$ cat src/rtl/cpu_pkg.sv
// Shared CPU core definitions: GPR geometry and the debug
// register-access FSM state encoding.
package cpu_pkg;

  localparam int NUM_GPR = 32;
  localparam int GPR_AW  = 5;

  typedef enum logic [2:0] {
    S_IDLE,
    S_RD_ISSUE,
    S_RD_CAPTURE,
    S_WRITE,
    S_RESP
  } dbg_state_t;

endpackage

$ cat src/rtl/regfile_dbg_port.sv
// Debug-side GPR access port: abstract read/write commands from the
// debug module, burst reads, one response per register.
module regfile_dbg_port
  import cpu_pkg::*;
#(
  parameter int XW = 32
) (
  input  logic              clk,
  input  logic              rst_n,
  input  logic              halted_ip,
  input  logic              cmd_valid_ip,
  output logic              cmd_ready_op,
  input  logic              cmd_write_ip,
  input  logic [GPR_AW-1:0] cmd_addr_ip,
  input  logic [GPR_AW-1:0] cmd_count_ip,
  input  logic [XW-1:0]     cmd_wdata_ip,
  output logic              rsp_valid_op,
  input  logic              rsp_ready_ip,
  output logic [XW-1:0]     rsp_rdata_op,
  output logic              rsp_err_op,
  output logic              rsp_last_op,
  output logic              dbg_active_op,
  output logic [GPR_AW-1:0] rf_rd_addr_op,
  input  logic [XW-1:0]     rf_rd_data_ip,
  output logic [GPR_AW-1:0] rf_wr_addr_op,
  output logic [XW-1:0]     rf_wr_data_op,
  output logic              rf_wr_en_op
);

  dbg_state_t        r_state;
  dbg_state_t        w_state_nxt;
  logic [GPR_AW-1:0] r_addr;
  logic [GPR_AW-1:0] r_rem;
  logic [XW-1:0]     r_wdata;
  logic [XW-1:0]     r_rdata;
  logic              r_err;

  logic              w_accept;
  logic [GPR_AW:0]   w_end;
  logic              w_cmd_err;
  logic              w_last;
  logic              w_rsp_hs;
  logic              w_in_rd;

  assign w_accept  = cmd_valid_ip && (r_state == S_IDLE);
  // Carry out of the 6-bit sum means the burst runs past x31.
  assign w_end     = {1'b0, cmd_addr_ip} + {1'b0, cmd_count_ip};
  assign w_cmd_err = !halted_ip
                   || (cmd_write_ip && (cmd_count_ip != '0))
                   || w_end[GPR_AW];
  assign w_last    = r_err || (r_rem == '0);
  assign w_rsp_hs  = (r_state == S_RESP) && rsp_ready_ip;
  assign w_in_rd   = (r_state == S_RD_ISSUE)
                   || (r_state == S_RD_CAPTURE);

  always_ff @(posedge clk or negedge rst_n) begin
    if (!rst_n) begin
      r_state <= S_IDLE;
    end else begin
      r_state <= w_state_nxt;
    end
  end

  always_comb begin
    w_state_nxt = r_state;
    unique case (r_state)
      S_IDLE: begin
        if (w_accept) begin
          if (w_cmd_err)         w_state_nxt = S_RESP;
          else if (cmd_write_ip) w_state_nxt = S_WRITE;
          else                   w_state_nxt = S_RD_ISSUE;
        end
      end
      S_RD_ISSUE:   w_state_nxt = S_RD_CAPTURE;
      S_RD_CAPTURE: w_state_nxt = S_RESP;
      S_WRITE:      w_state_nxt = S_RESP;
      S_RESP: begin
        if (w_rsp_hs) begin
          if (w_last)         w_state_nxt = S_IDLE;
          else if (halted_ip) w_state_nxt = S_RD_ISSUE;
          else                w_state_nxt = S_RESP;
        end
      end
      default: w_state_nxt = S_IDLE;
    endcase
  end

  always_ff @(posedge clk or negedge rst_n) begin
    if (!rst_n) begin
      r_addr  <= '0;
      r_rem   <= '0;
      r_wdata <= '0;
      r_rdata <= '0;
      r_err   <= 1'b0;
    end else if (w_accept) begin
      r_addr  <= cmd_addr_ip;
      r_rem   <= w_cmd_err ? '0 : cmd_count_ip;
      r_wdata <= cmd_write_ip ? cmd_wdata_ip : '0;
      r_rdata <= '0;
      r_err   <= w_cmd_err;
    end else if (r_state == S_RD_CAPTURE) begin
      r_rdata <= rf_rd_data_ip;
    end else if (w_rsp_hs && !w_last) begin
      r_rdata <= '0;
      // Halt lost: replace the next beat with a terminal error.
      if (!halted_ip) begin
        r_err <= 1'b1;
      end else begin
        r_addr <= r_addr + 1'b1;
        r_rem  <= r_rem - 1'b1;
      end
    end
  end

  always_comb begin
    cmd_ready_op  = (r_state == S_IDLE);
    dbg_active_op = (r_state != S_IDLE);
    rsp_valid_op  = (r_state == S_RESP);
    rsp_rdata_op  = rsp_valid_op ? r_rdata : '0;
    rsp_err_op    = rsp_valid_op && r_err;
    rsp_last_op   = rsp_valid_op && w_last;
    rf_rd_addr_op = w_in_rd ? r_addr : '0;
    rf_wr_en_op   = (r_state == S_WRITE) && (r_addr != '0);
    rf_wr_addr_op = (r_state == S_WRITE) ? r_addr : '0;
    rf_wr_data_op = (r_state == S_WRITE) ? r_wdata : '0;
  end

endmodule
$ cat config.mk
export PLATFORM = sky130hd
export DESIGN_NAME = regfile_dbg_port
export DESIGN_NICKNAME = d
export VERILOG_FILES = /design/src/rtl/cpu_pkg.sv /design/src/rtl/regfile_dbg_port.sv
export SDC_FILE = /design/constraint.sdc
export NUM_CORES = 1
export LEC_CHECK = 0
export ABC_AREA = 1
export CORE_UTILIZATION = 45
export CTS_BUF_LIST = sky130_fd_sc_hd__clkbuf_2 sky130_fd_sc_hd__clkbuf_4 sky130_fd_sc_hd__clkbuf_8
export DETAILED_ROUTE_END_ITERATION = 8
export HOLD_SLACK_MARGIN = 0.03
export PLACE_DENSITY = 0.93
export SETUP_SLACK_MARGIN = 0.2
export SYNTH_ARGS = -nofsm -noshare
export SYNTH_HDL_FRONTEND = slang
export SYNTH_SLANG_ARGS = --single-unit
export TNS_END_PERCENT = 5
$ cat constraint.sdc
create_clock -name clk -period 2.15 [get_ports clk]
set_clock_uncertainty 0.15 [all_clocks]
set_input_delay 0.43 -clock clk [delete_from_list [all_inputs] [get_ports clk]]
set_output_delay 0.43 -clock clk [all_outputs]
set_load 0.01 [all_outputs]
* Yosys cells after proc, flatten, opt, wreduce, memory -nomap -nowiden *
Index checks and enable logic that the tools add are counted.

operators by class
  $add $sub $neg = 3
  eq/ne operators = 8
  mux-type cells = 28
  reduce and logical (&&, ||, !) cells = 25

operator list
  operator                                          count
  two-way mux 32 bit                                6
  two-way mux 5 bit                                 11
  two-way mux 3 bit                                 5
  case mux 3 bit (4 select lines)                   1
  nonzero test 5 bit                                2
  logical AND 1 bit                                 7
  adder 5 x 5 -> 6 bit                              1
  == test 3 x 2 -> 1 bit, second input constant     2
  != test 2 x 1 -> 1 bit, second input constant     3
  AND reduction 3 bit                               2
  nonzero test 3 bit                                2
  adder 5 x 1 -> 5 bit, second input constant       1
  zero test 5 bit                                   1
  subtractor 5 x 1 -> 5 bit, second input constant  1
  logical OR 1 bit                                  4
  two-way mux 1 bit                                 4
  nonzero test 2 bit                                2
  == test 3 x 1 -> 1 bit, second input constant     1
  == test 3 bit, second input constant              1
  zero test 3 bit                                   1
  zero test 1 bit                                   2
  two-way mux 2 bit                                 1
  != test 2 bit, second input constant              1
  AND reduction 2 bit                               1
  OR reduction 2 bit                                1

word-level totals
  flip-flop bits (word level) = 78
  input bits = 80
  output and inout port bits = 80
  word-level logic and storage cells = 70

* Depth between registers and ports, before layout *
  depth in word-level cells = 7
  depth in mapped cells = 11
  depth with buffers taken out = 11

* Worst setup path after synthesis *
OpenSTA, ideal clock, no wires.

  path type = input -> register
  start point = input port cmd_addr_ip[4]
  end point = register r_state[2]
  library setup time = 0.116 ns
  data arrival time = 1.501 ns
  path slack = 0.382 ns
  stages = 11
  buffers on the path = 0
  path through = ha_1 nand2_1 inv_1 nor2_1 nand2_1 nor2_1 nand2_1 nand2_1 nand2_1 nand2_1 nand2_1

on the way
  cells in the longest elaborated chain, start to end = 5

RTL lines
  element                          RTL line                RTL
  start, declared                  regfile_dbg_port.sv:14  input logic [GPR_AW-1:0] cmd_addr_ip,
  adder 5 x 5 -> 6 bit             regfile_dbg_port.sv:47  assign w_end = {1'b0, cmd_addr_ip} + {1'b0, cmd_count_ip};
  logical OR 1 bit                 regfile_dbg_port.sv:50  || w_end[GPR_AW];
  two-way mux 3 bit                regfile_dbg_port.sv:69  if (w_cmd_err) w_state_nxt = S_RESP;
  two-way mux 3 bit                regfile_dbg_port.sv:68  if (w_accept) begin
  case mux 3 bit (4 select lines)  regfile_dbg_port.sv:66  unique case (r_state)
  end signal, assigned             regfile_dbg_port.sv:60  r_state <= w_state_nxt;
  end, declared                    regfile_dbg_port.sv:30  dbg_state_t r_state;

Every way passes these cells. The select of a mux whose other input is x is not followed.
A chain may end at the register's enable or synchronous reset.

* Worst setup path in the final report *
  start point = register r_state[2]
  end point = output port rf_wr_data_op[1]

on the way
  cells in the longest elaborated chain, start to end = 2

RTL lines
  element                 RTL line                 RTL
  == test 3 x 2 -> 1 bit  regfile_dbg_port.sv:125  rf_wr_data_op = (r_state == S_WRITE) ? r_wdata : '0;
  two-way mux 32 bit      regfile_dbg_port.sv:125
  end, declared           regfile_dbg_port.sv:26   output logic [XW-1:0] rf_wr_data_op,

Every way passes these cells.

==> metrics <==
r2r startpoint r_state[1]; Pwr per Cell Area 923 nW/um^2; Mapped Area 4080 um^2; clk sinks 78; distinct cell type count after synthesis 24; Worst Tran Pin Value 0.351 ns; Min Hold Slack 0.345 ns; final setup violation count 0; Remaining Overflow, GRT 0; Die ar. 9450 um^2; die height 97.2 um; CP required 1.57 ns; Hold Fails Final Rpt 0; area grow syn2layout 60.9%; clk buf depth 2; syn_nets 613; Mean Syn Cell Area 7.77 um^2; Final min period 2.12 ns; YS warnings 0; crit share post-route 98.5%; post-DR vias/cell 5.21; die width 97.2 um; count leader, synth nor2_1; max-slew violations 0; Leak 2.97 nW; critical path capture point type primary output; WL final 12700 um; origin of the worst setup path r_state[2]; Synth top area share 47.9%; Max Fclk 472 MHz; Post-synth top cells nor2_1 (96), inv_1 (91), dfrtp_1 (78); leading register cell type out of synthesis dfrtp_1; port bufs 159; GRT Util Overall 24.1%; Clock transition at path regs 0.08 ns; gpl congestion 0.884; routed len/inst 15.6 um; flops & latches, synth 78; Final Net Count 787; synth top area cells dfrtp_1 (48%), nor2_1 (8.8%), inv_1 (8.4%); fraction of layout cells with a size suffix above 1 34.0%; post-route ant nets 0; VDD IR-drop max 495 uV; Worst Path Class, Setup register to primary output; Core Area 8760 um^2; Worst Path Arrival 1.54 ns; ys async rst share 100%; Rows 34; pin count of the biggest net entering global routing 47; Ports 160; CTS tree done; DR vias 4219; initial DRC count 224; Total Power 6.06 mW; RSZ-0062 raised after global routing true; number of max-cap violations 0; worst-path fanout max 9; clock latency on the worst-skew pair 0.34 ns; DP HPWL 7940 um; root buf cell clkbuf_8; vias in the first global route 3996; Mapped Cells 525; n_diodes 0; Worst Hold Class primary input to asynchronous set/reset pin; Final Util 74.9%; first-pass GRT wire length 18500 um; Post-synth EDFFs 0; remaining routing DRC violations 0; status completed; Slew headroom 76.6%; H-tree Lvls 3; sequential area share after synthesis 47.9%; CTS Buf Count 9; crit path launch type register; Initial Utilization 46.5%; initial antenna violation count 0; First-pass DRT Iterations 4; cell taking the most area after synthesis dfrtp_1
[sequential cells by signal, summed over array words and instances, names as in the netlist]
| register | flops |
|---|---|
| r_rdata | 32 |
| r_wdata | 32 |
| r_addr | 5 |
| r_rem | 5 |
| r_state | 3 |
| r_err | 1 |
[metrics by stage]
step	worst slack, ns	cells	setup TNS (ns)	cell area [um^2]
after floorplan	0.382	525	0	4080
after global placement	-0.0330	788	-0.0674	5910
after detailed placement	-0.170	788	-1.50	5910
after CTS	0.0856	807	0	5900
after global routing	-0.00970	810	-0.0170	6560
final	0.0315	810	0	6560
[layout make-up]
class / instances / area [um^2]
tap: 108 / 135
fill: 581 / 2200
clock inverter: 5 / 28.8
inverter: 93 / 362
multi-input combinational: 329 / 2110
sequential: 78 / 1950
clock buffer: 9 / 124
timing repair buffer: 188 / 1850
[placed cells by master, fill, tap and decap left out, types with 2 or more instances in the layout]
cell type and count:
nand3_1 38, clkbuf_2 2, nand4_1 9, buf_16 2, buf_12 6, inv_2 5
o21ai_1 11, o21ai_0 40, clkdlybuf4s50_1 75, ha_1 7, buf_4 19, clkbuf_8 9
dlymetal6s2s_1 3, dfrtp_1 77, nor2_1 35, clkdlybuf4s15_2 2, inv_6 2, nand2_4 6
nor2_2 14, clkinv_2 4, buf_6 46, or2_2 4, o21ai_2 25, nor2_4 49
or2_4 2, nand2_2 4, buf_2 31, nand2_1 60, inv_1 85, a21oi_1 21
[repair_timing]
item | CTS | global route
hold buffers | 1 | 0
buffers inserted | 2 | 1
gates cloned | 2 | 2
pin swaps | 3 | 58
resized for setup | 305 | 199
setup endpoints to repair | 102 | 125
hold endpoints to repair | 15 | 0
[routing by layer]
metal	routed length, um	track usage, %	part of all wire, %	vias to the layer above
met5	0	0	0	-
met4	325	8.73	2.6	0
met3	888	4.39	7.0	37
met2	6490	43.3	51	209
met1	4970	28.7	39	1986
li1	-	-	-	1987
[critical path: stages, from the launching register on]
cell and delay (ns):
dfrtp_1 0.40, inv_2 0.08, nand2_4 0.07, inv_4 0.09, nand2_8 0.09, clkbuf_16 0.21, nor2_2 0.12, buf_2 0.13
[final timing paths]
| kind | to | slack, ns | depth (start not counted) |
|---|---|---|---|
| max reg2reg | r_wdata[22] | 0.32 | 8 |
| min | r_rdata[21] | 0.34 | 2 |
| max | rf_wr_data_op[1] | 0.03 | 7 |
| max in group asynchronous | r_rdata[22] | 0.96 | 3 |
| min reg2reg | r_rdata[2] | 0.38 | 2 |
| min in group clk | r_rdata[2] | 0.38 | 2 |
[power by group]
part / switching, mW / leakage [nW] / internal [mW]
sequential: 0.241 / 1.03 / 1.97
clock: 0.508 / 0.0845 / 0.400
combinational: 1.88 / 1.86 / 1.05
total: 2.63 / 2.97 / 3.43
[logic make-up after synthesis]
logic type,after synthesis,synth area share [%]
flip-flops,78,47.9
AO/OA/AOI/OAI,99,14.8
adder cells (fa/ha/maj),8,2.45
AND/OR/NAND/NOR,221,23.2
buffers and inverters,119,11.7
(Power assumes the default switching activity.)
